[config.mk]
export PLATFORM = sky130hd
export DESIGN_NAME = sdram_dot_master
export DESIGN_NICKNAME = d
export VERILOG_FILES = /design/src/rtl/sdram_dot_pkg.sv /design/src/rtl/dot_mac.sv /design/src/rtl/sdram_dot_master.sv
export SDC_FILE = /design/constraint.sdc
export NUM_CORES = 1
export LEC_CHECK = 0
export ABC_AREA = 1
export CORE_UTILIZATION = 25
export CTS_CLUSTER_DIAMETER = 50
export CTS_CLUSTER_SIZE = 28
export DETAILED_ROUTE_END_ITERATION = 12
export SLEW_MARGIN = 30
export SYNTH_ARGS = -nofsm -noshare
export SYNTH_HDL_FRONTEND = slang
export SYNTH_HIERARCHICAL = 1
export SYNTH_SLANG_ARGS = --single-unit
[constraint.sdc]
create_clock -name clk -period 21.2 [get_ports clk]
set_input_delay 3.18 -clock clk [delete_from_list [all_inputs] [get_ports clk]]
set_output_delay 3.18 -clock clk [all_outputs]
set_load 0.05 [all_outputs]
[src/rtl/sdram_dot_pkg.sv]
`default_nettype none
// sdram_dot_pkg: shared state encoding and Avalon addressing helper for sdram_dot_master.
package sdram_dot_pkg;

  typedef enum logic [3:0] {
    S_IDLE   = 4'd0,
    S_RD_PIX = 4'd1,
    S_WT_PIX = 4'd2,
    S_RD_WGT = 4'd3,
    S_WT_WGT = 4'd4,
    S_ACC    = 4'd5,
    S_EMIT   = 4'd6,
    S_DONE   = 4'd7
  } state_t;

  // Byte distance between consecutive DATA_W-wide elements on the byte-addressed bus.
  function automatic int unsigned avalon_stride(input int unsigned data_w);
    return data_w / 8;
  endfunction

endpackage
`default_nettype wire

[src/rtl/dot_mac.sv]
`default_nettype none
// dot_mac: combinational signed multiply-accumulate of an unsigned pixel and a signed weight.
module dot_mac #(
  parameter int DATA_W = 16,
  parameter int ACC_W  = 40
) (
  input  logic [DATA_W-1:0] pix,
  input  logic [DATA_W-1:0] wgt,
  input  logic [ACC_W-1:0]  acc_in,
  output logic [ACC_W-1:0]  acc_out
);

  logic signed [2*DATA_W:0] prod;
  logic signed [ACC_W-1:0]  prod_ext;

  // Pixel gets a zero sign bit so the product is a true unsigned x signed result.
  assign prod     = $signed({1'b0, pix}) * $signed({wgt[DATA_W-1], wgt});
  assign prod_ext = ACC_W'(prod);
  assign acc_out  = acc_in + prod_ext;

endmodule
`default_nettype wire

[src/rtl/sdram_dot_master.sv]
`default_nettype none
// sdram_dot_master: Avalon-MM read master producing NUM_NEURONS signed dot products of one image.
// Optional build macro SKIP_ZERO_EN: zero pixels skip their weight read and accumulate.
module sdram_dot_master
  import sdram_dot_pkg::*;
#(
  parameter int                DATA_W      = 16,
  parameter int                ADDR_W      = 32,
  parameter int                VEC_LEN     = 784,
  parameter int                NUM_NEURONS = 10,
  parameter int                ACC_W       = 40,
  parameter logic [ADDR_W-1:0] PIX_BASE    = '0,
  parameter logic [ADDR_W-1:0] WGT_BASE    = ADDR_W'(32'h0400_0000)
) (
  input  logic                           clk,
  input  logic                           reset_n,
  input  logic                           startSig,
  output logic                           doneSig,
  output logic                           read_n,
  output logic                           write_n,
  output logic                           chipselect,
  output logic [DATA_W/8-1:0]            byteenable,
  output logic [ADDR_W-1:0]              address,
  input  logic                           waitrequest,
  input  logic                           readdatavalid,
  input  logic [DATA_W-1:0]              readdata,
  output logic [ACC_W-1:0]               result,
  output logic [$clog2(NUM_NEURONS):0]   result_idx,
  output logic                           result_valid,
  output logic [3:0]                     s
);

  localparam int                IW     = $clog2(VEC_LEN + 1);
  localparam int                NW     = $clog2(NUM_NEURONS) + 1;
  localparam logic [IW-1:0]     I_LAST = IW'(VEC_LEN - 1);
  localparam logic [NW-1:0]     N_LAST = NW'(NUM_NEURONS - 1);
  localparam logic [ADDR_W-1:0] STRIDE = ADDR_W'(avalon_stride(DATA_W));

  state_t            state;
  logic [IW-1:0]     i;
  logic [NW-1:0]     n;
  logic [ACC_W-1:0]  acc;
  logic [ACC_W-1:0]  mac_out;
  logic [DATA_W-1:0] pix;
  logic [DATA_W-1:0] wgt;
  logic [ADDR_W-1:0] pix_addr_next;
  logic [ADDR_W-1:0] wgt_addr;
  logic              last_i;

  dot_mac #(
    .DATA_W (DATA_W),
    .ACC_W  (ACC_W)
  ) u_mac (
    .pix     (pix),
    .wgt     (wgt),
    .acc_in  (acc),
    .acc_out (mac_out)
  );

  assign pix_addr_next = PIX_BASE + (ADDR_W'(i) + ADDR_W'(1)) * STRIDE;
  assign wgt_addr      = WGT_BASE + (ADDR_W'(n) * ADDR_W'(VEC_LEN) + ADDR_W'(i)) * STRIDE;
  assign last_i        = (i == I_LAST);
  assign write_n       = 1'b1;
  assign s             = state;

  always_ff @(posedge clk) begin
    if (!reset_n) begin
      state        <= S_IDLE;
      read_n       <= 1'b1;
      chipselect   <= 1'b0;
      byteenable   <= '0;
      address      <= '0;
      doneSig      <= 1'b0;
      result       <= '0;
      result_idx   <= '0;
      result_valid <= 1'b0;
      i            <= '0;
      n            <= '0;
      acc          <= '0;
      pix          <= '0;
      wgt          <= '0;
    end else begin
      result_valid <= 1'b0;
      case (state)
        S_IDLE: begin
          i   <= '0;
          n   <= '0;
          acc <= '0;
          if (startSig) begin
            state      <= S_RD_PIX;
            read_n     <= 1'b0;
            chipselect <= 1'b1;
            byteenable <= '1;
            address    <= PIX_BASE;
          end
        end
        S_RD_PIX: begin
          if (!waitrequest) begin
            state  <= S_WT_PIX;
            read_n <= 1'b1;
          end
        end
        S_WT_PIX: begin
          if (readdatavalid) begin
            pix <= readdata;
`ifdef SKIP_ZERO_EN
            // Zero pixel contributes nothing: advance exactly as the accumulate step would.
            if (readdata == '0) begin
              if (last_i) begin
                state        <= S_EMIT;
                result       <= acc;
                result_idx   <= n;
                result_valid <= 1'b1;
              end else begin
                i       <= i + IW'(1);
                state   <= S_RD_PIX;
                read_n  <= 1'b0;
                address <= pix_addr_next;
              end
            end else begin
              state   <= S_RD_WGT;
              read_n  <= 1'b0;
              address <= wgt_addr;
            end
`else
            state   <= S_RD_WGT;
            read_n  <= 1'b0;
            address <= wgt_addr;
`endif
          end
        end
        S_RD_WGT: begin
          if (!waitrequest) begin
            state  <= S_WT_WGT;
            read_n <= 1'b1;
          end
        end
        S_WT_WGT: begin
          if (readdatavalid) begin
            wgt   <= readdata;
            state <= S_ACC;
          end
        end
        S_ACC: begin
          acc <= mac_out;
          // Result is staged on entry so result_valid is high during the EMIT cycle itself.
          if (last_i) begin
            state        <= S_EMIT;
            result       <= mac_out;
            result_idx   <= n;
            result_valid <= 1'b1;
          end else begin
            i       <= i + IW'(1);
            state   <= S_RD_PIX;
            read_n  <= 1'b0;
            address <= pix_addr_next;
          end
        end
        S_EMIT: begin
          acc <= '0;
          i   <= '0;
          if (n == N_LAST) begin
            state      <= S_DONE;
            doneSig    <= 1'b1;
            chipselect <= 1'b0;
            byteenable <= '0;
          end else begin
            n       <= n + NW'(1);
            state   <= S_RD_PIX;
            read_n  <= 1'b0;
            address <= PIX_BASE;
          end
        end
        S_DONE: begin
          if (!startSig) begin
            state   <= S_IDLE;
            doneSig <= 1'b0;
          end
        end
        default: state <= S_IDLE;
      endcase
    end
  end

endmodule
`default_nettype wire

Word-level counts from Yosys, hierarchy flattened
Cells that the tools add are included.

Divide/modulo/power cells: 0. Mux-type cells: 35. Reduce and logical (&&, ||, !) cells: 19. Multiply operators: 2. Eq/ne operators: 19. Shift-type cells: 0. Magnitude comparators: 0. $add $sub $neg: 6. Bitwise operators: 0.

Operator list (count): $mux W32 (4); $pmux W32 S4 (1); $pmux W40 S2 (1); $add A40 B40 Y40 (1); $mul A17 B16 Y33 (1); $pmux W4 S8 (1); $add A27 B17 Y28 const A (1); $mux W4 (6); $ne A2 B2 Y1 const B (10); $pmux W10 S2 (1); $add A15 B10 Y16 (1); $eq A4 B3 Y1 const B (4); $reduce_and A2 Y1 (6); $reduce_and A6 Y1 (2); $add A10 B1 Y11 const B (1); $mul A5 B6 Y11 const B (1); $add A10 B1 Y10 const B (1); $eq A10 B10 Y1 const B (1); $mux W1 (10); $mux W10 (1); $pmux W5 S2 (1); $eq A4 B2 Y1 const B (2); $mux W3 (2); $reduce_and A3 Y1 (2); 14 further kinds (19).

Bits in read-only memories: 0. Flip-flop bits (word level): 174. Output and inout bits: 88. Latch bits: 0. Memories kept: 0. Input port bits: 21. Bits in writable memories: 0.

Depth between registers and ports, before layout
Gate-level depths: netlist (run 1).

Word-level depth: 5. Mapped depth: 40.

By module
The synthesis (run 1) kept the hierarchy.

By module, submodules not included: dot_mac (instances 1, area an instance 11906.4 um^2, cells each 1724); sdram_dot_master (instances 1, area an instance 6815.3 um^2, cells each 929).

Least setup slack after synthesis (run 1)
Ideal clock, no wire load.

Path kind: reg-to-reg. Start point: register wgt[9]. End point: register acc[37]. Stages on the path, launching flop included: 35. Required time: 21.130 ns. Library setup time: 0.070 ns. Setup slack: 14.285 ns. Data arrival time: 6.844 ns. Cell sequence: dfxtp_1 -> clkbuf_1 -> clkbuf_1 -> nand2_1 -> fa_1 -> inv_1 -> fa_1 -> inv_1 -> fa_1 -> inv_1 -> fa_1 -> fa_1 -> inv_1 -> fa_1 -> inv_1 -> ha_1 -> nand2_1 -> inv_1 -> nand2_1 -> nand2_1 -> a21oi_1 -> nand2_2 -> a21oi_1 -> o21ai_2 -> xor2_1 -> ha_1 -> a21oi_1 -> and2_1 -> a21boi_0 -> nor2_1 -> nor2_1 -> nand3_1 -> nand2_1 -> nand2_1 -> a21oi_1.

Cells in the longest elaborated chain, start to end: 3.

RTL lines: start: declaration (RTL line sdram_dot_master.sv:45) `logic [DATA_W-1:0] wgt;`; start signal: assignment (RTL line sdram_dot_master.sv:140) `wgt <= readdata;`; $mul A17 B16 Y33 (RTL line dot_mac.sv:17) `assign prod = $signed({1'b0, pix}) * $signed({wgt[DATA_W-1], wgt});`; $add A40 B40 Y40 (RTL line dot_mac.sv:19) `assign acc_out = acc_in + prod_ext;`; net mac_out[37] (RTL line sdram_dot_master.sv:43) `logic [ACC_W-1:0] mac_out;`; $pmux W40 S2 (RTL line sdram_dot_master.sv:84) `case (state)`; end signal: assignment (RTL line sdram_dot_master.sv:145) `acc <= mac_out;`; end: declaration (RTL line sdram_dot_master.sv:42) `logic [ACC_W-1:0] acc;`.

The timed path passes the listed nets, and every way through them passes these cells. A chain may end at the register's enable or synchronous reset.

Worst setup path after layout (run 1)
Start point: register wgt[15]. End point: register acc[37].

Same word-level chain as after synthesis.

==> results.toml, run 1 <==
[floorplan]
die_width_um = 275.7
coreArea_um2 = 73580
die_area_um2 = 75990
fp.dieH_um = 275.7
num_io_pins = 109
fp-row-count = 99
start_util_pct = 25.44

[clock_network]
tritoncts = "yes"
cts_setup_buffers = 0
htreeDepth = 4
cts-root-buf = "clkbuf_16"
cts_buffers = 17
clock_path_buffers = 2
hold_buffers = 0
clock_sinks = 156
cts_resized = 0
clk_pin_slew_ns = 0.07
worstSkewPairLatency_ns = 0.45

[synthesis]
synth_cell_types = 48
ys_seq_area_share_pct = 16.68
yosys_warnings = 6
synthCells = 2653
syn_area_per_cell_um2 = 7.057
syn_area_um2 = 18720
ys_ff_latch = 156

[place]
io_buffers = 91
place_congestion = 0.8956
post-dp-hpwl_um = 41730

[finish]
fin_util_pct = 28.54
drive_above_1_share_pct = 4.034
num-fill-cells = 8103
seqCellArea_um2 = 3123
fin_nets = 3066
area_delta_synth_final_pct = 12.16
antennaDiodeCount = 0
multi_input_area_um2 = 13200

[sta]
hold_slack_ns = 0.4584
clock_skew_ns = 0.01648
timing.final.crit_period_ns = 8.024
fmax_mhz = 124.6
hold_viol_final = 0
setup_viol = 0
period_share_pct = 37.85
slew_headroom_pct = 34.06
rsz0062_at_grt = "no"
tightest_slew_ns = 0.9891
finalSetupTns_ns = 0
maxSlewViolCount = 0

[worst_setup_path]
endpoint_kind = "register"
path_class = "reg2reg"
critPathMostFrequentCell = "nand2_1"
arrival_ns = 8.31
max_stage_delay_ns = 0.57
path_max_fanout = 17
cp-start-kind = "register"
required_ns = 21.49
slowest_stage = "fa_1"

[global_routing]
grt_pass1_wl_um = 85970
grt_max_degree = 89
grt_overflow_total = 0
grt_antenna_before_repair = 0
grt_pass1_vias = 15860
grtUsageTotal_pct = 14.23

[route]
via_count = 16180
drc = 0
wire_per_inst_um = 14.50
drtAntennaViolNets = 0
wirelength_um = 52730
vias_per_cell = 4.449
drt_iter0_drc = 1081
dr.pass1.iters = 5

[min_path]
hold_class = "reg2reg"

[pwr]
p_leak_nw = 11.00
ir_drop_v = 0.00005951
power_per_cell_area_nw_per_um2 = 42.17

[flow_run]
max_cap_viol_count = 0

[status]
status = "complete, no violations"
-- final cells by class --
| class | instances | share of cell area [%] |
|---|---|---|
| Sequential cell | 156 | 14.87 |
| Clock buffer | 21 | 2.145 |
| Timing Repair Buffer | 98 | 4.588 |
| Tap cell | 959 | 5.714 |
| Multi-Input combinational cell | 1892 | 62.88 |
| Clock inverter | 11 | 0.8640 |
| Inverter | 499 | 8.938 |
-- synthesized netlist by cell type, drive strengths merged --
master / count / area (um^2)
nor4: 1 / 6.260
nand2: 762 / 2905
o21bai: 8 / 60.06
o21ai: 69 / 364.1
a21boi: 3 / 22.52
nor2: 173 / 689.4
and3: 2 / 12.51
a21oi: 219 / 1107
nand3b: 3 / 22.52
a211oi: 2 / 15.01
xnor2: 15 / 131.4
nand4: 14 / 87.58
dfxtp: 156 / 3123
a22oi: 1 / 7.510
o211ai: 3 / 22.52
ha: 184 / 2302
clkbuf: 84 / 315.3
a22o: 1 / 8.760
a21o: 13 / 97.59
nor3: 26 / 166.4
o2111ai: 1 / 8.760
and2: 3 / 18.77
or2: 12 / 75.08
fa: 197 / 3944
a31o: 1 / 8.760
conb: 2 / 7.510
nand3: 107 / 583.1
a31oi: 4 / 25.02
o21a: 4 / 30.03
o311ai: 1 / 8.760
buf: 37 / 269.0
inv: 499 / 1873
xor2: 46 / 402.9
-- critical path, delay by kind of cell, from the launching register on --
family                     cells  cell delay, ns
buffers and inverters          5            0.57
adders and majority gates      8            3.89
AOI/OAI and AO/OA              6            1.11
and+or+nand+nor               12            1.51
xor gates and xnor gates       1            0.32
DFF                            1            0.46
-- through the flow --
| step | total power [mW] | instances | setup slack, ns | instance area, um^2 |
|---|---|---|---|---|
| 3_3_place_gp | 0.5527 | 3604 | 13.13 | 20360 |
| 5_1_grt | 0.9241 | 3636 | 12.56 | 21000 |
| 6_report | 0.8855 | 3636 | 13.18 | 21000 |
| 4_1_cts | 0.8909 | 3636 | 13.09 | 21000 |
| 2_1_floorplan | 0.4924 | 2668 | 14.29 | 18780 |
| 3_5_place_dp | 0.5539 | 3604 | 13.17 | 20360 |
-- final timing paths --
check	depth (start not counted)	end	from	slack [ns]
worst min register to register	2	read_n	read_n	0.46
worst min-delay path	2	read_n	read_n	0.46
worst max-delay path	32	acc[37]	wgt[15]	13.18
worst max register to register	32	acc[37]	wgt[15]	13.18
-- routing by layer --
layer | share of wire [%] | wire length (um) | vias to the layer above | GRT usage (%)
met3 | 4.4 | 2308 | 38 | 2.036
li1 | - | - | 8094 | -
met2 | 45 | 23680 | 342 | 22.38
met1 | 50 | 26130 | 7703 | 20.57
met5 | 0 | 0 | - | 0
met4 | 1.2 | 616 | 0 | 2.733
-- where the power goes --
part | switching (mW) | internal [mW] | leakage (nW) | total (mW)
clock | 0.134 | 0.202 | 0.307 | 0.337
sequential | 0.0359 | 0.307 | 1.26 | 0.343
combinational | 0.151 | 0.0546 | 9.44 | 0.206
total | 0.321 | 0.564 | 11.0 | 0.885
-- cell families (layout without fill, tap and decap cells) --
group | Yosys count | after routing | share of synthesized area, %
AND/OR/NAND/NOR | 1103 | 1103 | 24.39
XOR/XNOR | 61 | 61 | 2.854
flip-flops | 156 | 156 | 16.68
AO/OA/AOI/OAI | 330 | 330 | 9.544
other | 2 | 17 | 0.04011
adder cells (fa/ha/maj) | 381 | 381 | 33.36
buffers and inverters | 620 | 629 | 13.13
-- placed cells by master, fill, tap and decap left out, types with 4 or more instances in the layout --
master,count
o21a_1,4
o21bai_1,8
xor2_1,46
nor2_2,7
a21oi_1,216
conb_1,17
o21ai_0,61
clkinv_4,4
buf_4,7
nor3_2,5
nor2_1,163
dfxtp_1,156
nand3_2,7
a21o_1,13
nand4_1,14
or2_2,11
inv_2,8
bufinv_16,4
a31oi_1,4
clkdlybuf4s50_1,91
o21ai_2,5
xnor2_1,15
nand3_1,99
clkbuf_16,17
nand2_2,17
nor3_1,20
ha_1,184
inv_1,489
nand2_1,744
fa_1,197
-- flip-flops by register name, summed over array words and instances, names as in the netlist --
name	count
acc	40
result	40
address	17
pix	16
wgt	16
i	10
n	5
result_idx	5
s	3
byteenable	1
doneSig	1
read_n	1
result_valid	1
No activity file was read; power rests on OpenSTA's default activity.
==> run 2: changes to the inputs <==
Clock period 21.2 ns to 6.7 ns, I/O delays scaled along.
==> run 2 against run 1 <==
  * The flow now finishes with violations (negative setup slack)
  * Register-to-register slack got worse by 13 ns
  * Core utilization increased by 6.3 points
  * Sequential cell count unchanged
  * Sequential share of layout area decreased by 2.4 points
  * Clock skew decreased by 0.00057 ns
  * Combinational power increased to 4.0 times the previous value
  * Cell count increased by 9.0%
  * Total power increased to 3.3 times the previous value
  * Setup slack got worse by 13 ns
  * Critical endpoint is now result[27]
  * Largest cell class unchanged
  * Largest power group unchanged
==> results.toml, run 2 (synthesized netlist as in run 1, its figures left out) <==
[worst_setup_path]
cpLargestDelayFamily = "adder cells"
max_stage_delay_ns = 0.57
path_class = "reg2reg"
cp-start-kind = "register"
slowest_stage = "fa_1"
arrival_ns = 7.20
endpoint_kind = "register"
path_buf_inv = 9
path_max_fanout = 5
required_ns = 7.09

[finish]
fin_util_pct = 34.88
area_delta_synth_final_pct = 37.07
final_cell_mix = "nand2_1, inv_1, buf_4"
drive_above_1_share_pct = 27.56
reg_top3 = "acc: 40 flops, result: 40 flops, address: 17 flops"
final_common_cell = "nand2_1"
fin_nets = 3393

[clock_network]
htreeDepth = 4
clock_path_buffers = 2
clk_pin_slew_ns = 0.07
clock_sinks = 156
cts-root-buf = "clkbuf_16"
worstSkewPairLatency_ns = 0.47
tritoncts = "yes"
cts_buffers = 17
hold_buffers = 0

[route]
vias_per_cell = 4.481
wire_per_inst_um = 14.68
drt_iter0_drc = 958
via_count = 17760
drtAntennaViolNets = 0
dr.pass1.iters = 6
wirelength_um = 58170
drc = 0

[sta]
clock_skew_ns = 0.01591
setup_slack_ns = -0.1149
hold_viol_final = 0
period_share_pct = 101.7
setup_viol = 34
finalSetupTns_ns = -1.786
hold_slack_ns = 0.4660
maxSlewViolCount = 0
slew_headroom_pct = 34.17
fmax_mhz = 146.7
tightest_slew_ns = 0.9874
timing.final.crit_period_ns = 6.815
rsz0062_at_grt = "yes"

[global_routing]
grtUsageTotal_pct = 15.53
grt_pass1_vias = 17640
grt_antenna_before_repair = 1
grt_pass1_wl_um = 94250
grt_overflow_total = 0
grt_max_degree = 84

[floorplan]
die_width_um = 275.7
coreArea_um2 = 73580
fp-row-count = 99
start_util_pct = 25.44
die_area_um2 = 75990
num_io_pins = 109
fp.dieH_um = 275.7

[pwr]
p_leak_nw = 12.98
power_per_cell_area_nw_per_um2 = 112.5
ir_drop_v = 0.0001854
finalPower_mw = 2.888

[place]
dp_slack_ns = -0.6176
io_buffers = 91
place_congestion = 0.8870
post-dp-hpwl_um = 45460

[flow_run]
max_cap_viol_count = 0

[status]
status = "complete, but fails checks"
violations = "negative setup slack"

[min_path]
hold_class = "reg2reg"
## run 2: changes by cell type in the layout (fill, tap and decap cells not counted), moves of 28 or more
cell and delta:
buf_6 +38, nand2_1 -78, inv_1 -55, a21oi_1 -55, ha_4 +39, ha_1 -43, nor2_1 -50, inv_2 +54
dfxtp_1 -28, buf_4 +280, a21oi_2 +45, nand2_2 +59, nor2_2 +30
## run 2: metal layers
metal  wire length (um)  global-route usage, %  vias up
met5                  0                      0        -
met4               1253                  3.737        0
met3               2406                  1.435       76
met2              26740                  25.32      409
met1              27770                  21.95     8516
li1                   -                      -     8761
## run 2: final timing paths
check / from / to / slack [ns] / depth (start not counted)
setup / recovery: wgt[6] / result[27] / -0.11 / 34
hold / removal: result[17] / result[17] / 0.47 / 2
setup reg to reg: wgt[6] / result[27] / -0.11 / 34
hold reg to reg: result[17] / result[17] / 0.47 / 2
## run 2: power by group
part           leakage, nW  internal, mW  total, mW  switching, mW
registers             1.28         0.973       1.04         0.0678
clock network        0.291         0.543       1.02          0.474
logic                 11.4         0.270      0.830          0.560
total                 13.0          1.79       2.89           1.10
## run 2: worst min-delay path, cell delays in order, from the launching register on
cell and delay, ns:
dfxtp_1 0.31, nand2_1 0.06, a21oi_1 0.05
## run 2: area by class of cell
class,count,area [um^2]
flip-flops and latches,156,3206
inverters,499,1881
clock inverters,12,126.4
fillers,7669,47920
diodes,1,2.502
well taps,959,1200
clock buffers,20,456.7
multi-input cells,1892,15130
repair buffers,425,3664
## run 2: repair_timing
item / CTS / global route
hold endpoints to repair: 0 / 0
endpoints found under the setup margin: 58 / 58
resized for setup: 315 / 233
setup buffers: 43 / 37
pin swaps: 196 / 120
## run 2: through the flow
step	area, um^2	cells
floorplan	18830	2668
global placement	22340	3855
detailed placement	22350	3855
CTS	24420	3926
global route	25660	3964
finish	25660	3964
==> run 3: changes to the inputs <==
Settings changed: CAP_MARGIN set to 20, GPL_TIMING_DRIVEN set to 0, REMOVE_ABC_BUFFERS set to 1.
==> run 3 against run 2 <==
  * Hold slack better by 0.00065 ns
  * Largest cell class unchanged
  * Highest routed layer unchanged
  * Critical path depth down 4
  * Sequential power up 4%
  * Via count down 1.8%
  * Wire length down 1.8%
  * The flow still finishes with violations (negative setup slack)
  * Sequential cell count unchanged
  * First-iteration DRC count up 3.5%
  * Clock power about the same
==> results.toml, run 3 (synthesized netlist as in run 1, its figures left out) <==
[worst_setup_path]
cp-start-kind = "register"
path_buf_inv = 6
endpoint_kind = "register"
cpLargestDelayFamily = "adder cells"
required_ns = 7.10
critPathMostFrequentCell = "nand2_1"
arrival_ns = 7.31
worst-path-stages = 30
path_max_fanout = 4
max_stage_delay_ns = 0.56
path_class = "reg2reg"
slowest_stage = "fa_2"
reg2reg_depth = 30

[global_routing]
grt_use_met3_pct = 3.236
use_met1_pct = 19.94
grt_antenna_before_repair = 0
grt_busiest_layer = "met2"
grt_overflow_total = 0
grt_max_degree = 91
grtUsageMet2_pct = 24.09
grt_pass1_vias = 17100
grt_pass1_wl_um = 89860
grtUsageTotal_pct = 14.85

[place]
place_inst = 3598
place_congestion = 0.8897
post-dp-hpwl_um = 39500
dp_slack_ns = -1.399
io_buffers = 91

[route]
wirelength_um = 57150
drtAntennaViolNets = 0
vias_per_cell = 4.591
drc = 0
drt_iter0_drc = 992
wire_per_inst_um = 15.05
dr.pass1.iters = 5
via_count = 17440

[sta]
setup_viol = 39
hold_viol_final = 0
period_share_pct = 103.2
hold_slack_ns = 0.4667
setup_slack_ns = -0.2149
rsz0062_at_grt = "yes"
tightest_slew_ns = 0.9113
maxSlewViolCount = 0
fmax_mhz = 144.6
slew_headroom_pct = 39.25
timing.final.crit_period_ns = 6.915
clock_skew_ns = 0.01788
finalSetupTns_ns = -4.069

[finish]
fin_nets = 3228
final_cell_mix = "nand2_1, inv_1, fa_1"
final_cells = 3798
area_delta_synth_final_pct = 31.52
drive_above_1_share_pct = 23.46
num-fill-cells = 7626
final_common_cell = "nand2_1"
antennaDiodeCount = 0
reg_top3 = "acc: 40 flops, result: 40 flops, address: 17 flops"

[status]
status = "complete, but fails checks"
violations = "negative setup slack"

[clock_network]
cts_buffers = 17
cts-root-buf = "clkbuf_16"
clk_pin_slew_ns = 0.08
worstSkewPairLatency_ns = 0.48
clock_path_buffers = 2
htreeDepth = 4
tritoncts = "yes"
hold_buffers = 0
clock_sinks = 156

[min_path]
hold_class = "reg2reg"
hold_path_depth = 2

[floorplan]
num_io_pins = 109
die_area_um2 = 75990
fp-row-count = 99
start_util_pct = 25.44
die_width_um = 275.7
fp.dieH_um = 275.7
coreArea_um2 = 73580

[pwr]
ir_drop_v = 0.0002591
power_per_cell_area_nw_per_um2 = 117.0
p_leak_nw = 12.23

[flow_run]
max_cap_viol_count = 0
run 3: through the flow:
step	cell area [um^2]	power, mW	util (%)
2_1_floorplan	18190	1.488	-
3_3_place_gp	20300	1.770	27.60
3_5_place_dp	20340	1.767	27.64
4_1_cts	23230	2.879	31.57
5_1_grt	24620	3.016	33.46
6_report	24620	2.881	33.46
run 3: path summary, 6_finish.rpt:
kind                                start        end  slack [ns]
worst max-delay path              wgt[15]    acc[26]       -0.21
worst min-delay path            result[0]  result[0]        0.47
worst max register to register    wgt[15]    acc[26]       -0.21
worst min register to register  result[0]  result[0]        0.47
run 3: routing by layer:
metal	part of all wire (%)	vias up
li1	-	8427
met4	2.1	0
met2	46	535
met3	7.1	94
met5	0	-
met1	45	8380
run 3: cell type report:
type	instances	area [um^2]	share of cell area, %
Multi-Input combinational cell	1892	15280	62.07
Sequential cell	156	3234	13.14
Timing Repair Buffer	260	2394	9.721
Inverter	499	1896	7.699
Tap cell	959	1200	4.873
Clock buffer	17	425.4	1.728
Clock inverter	15	191.4	0.7775
run 3: worst reg2reg max path, delay by kind of cell, from the launching register on:
family | cells | cell delay (ns)
adders and majority gates | 8 | 3.63
and+or+nand+nor | 13 | 1.69
buffers and inverters | 6 | 0.46
DFF | 1 | 0.40
AOI/OAI and AO/OA | 2 | 0.37
xor gates and xnor gates | 1 | 0.28
run 3: power breakdown:
group | internal, mW | switching (mW) | leakage (nW)
Sequential | 0.973 | 0.107 | 1.28
Clock | 0.507 | 0.509 | 0.291
Combinational | 0.246 | 0.540 | 10.7
run 3: what timing repair did:
action | in CTS | in global routing
pin swaps | 162 | 119
endpoints found under the setup margin | 56 | 52
resized for setup | 338 | 245
buffers inserted | 116 | 52
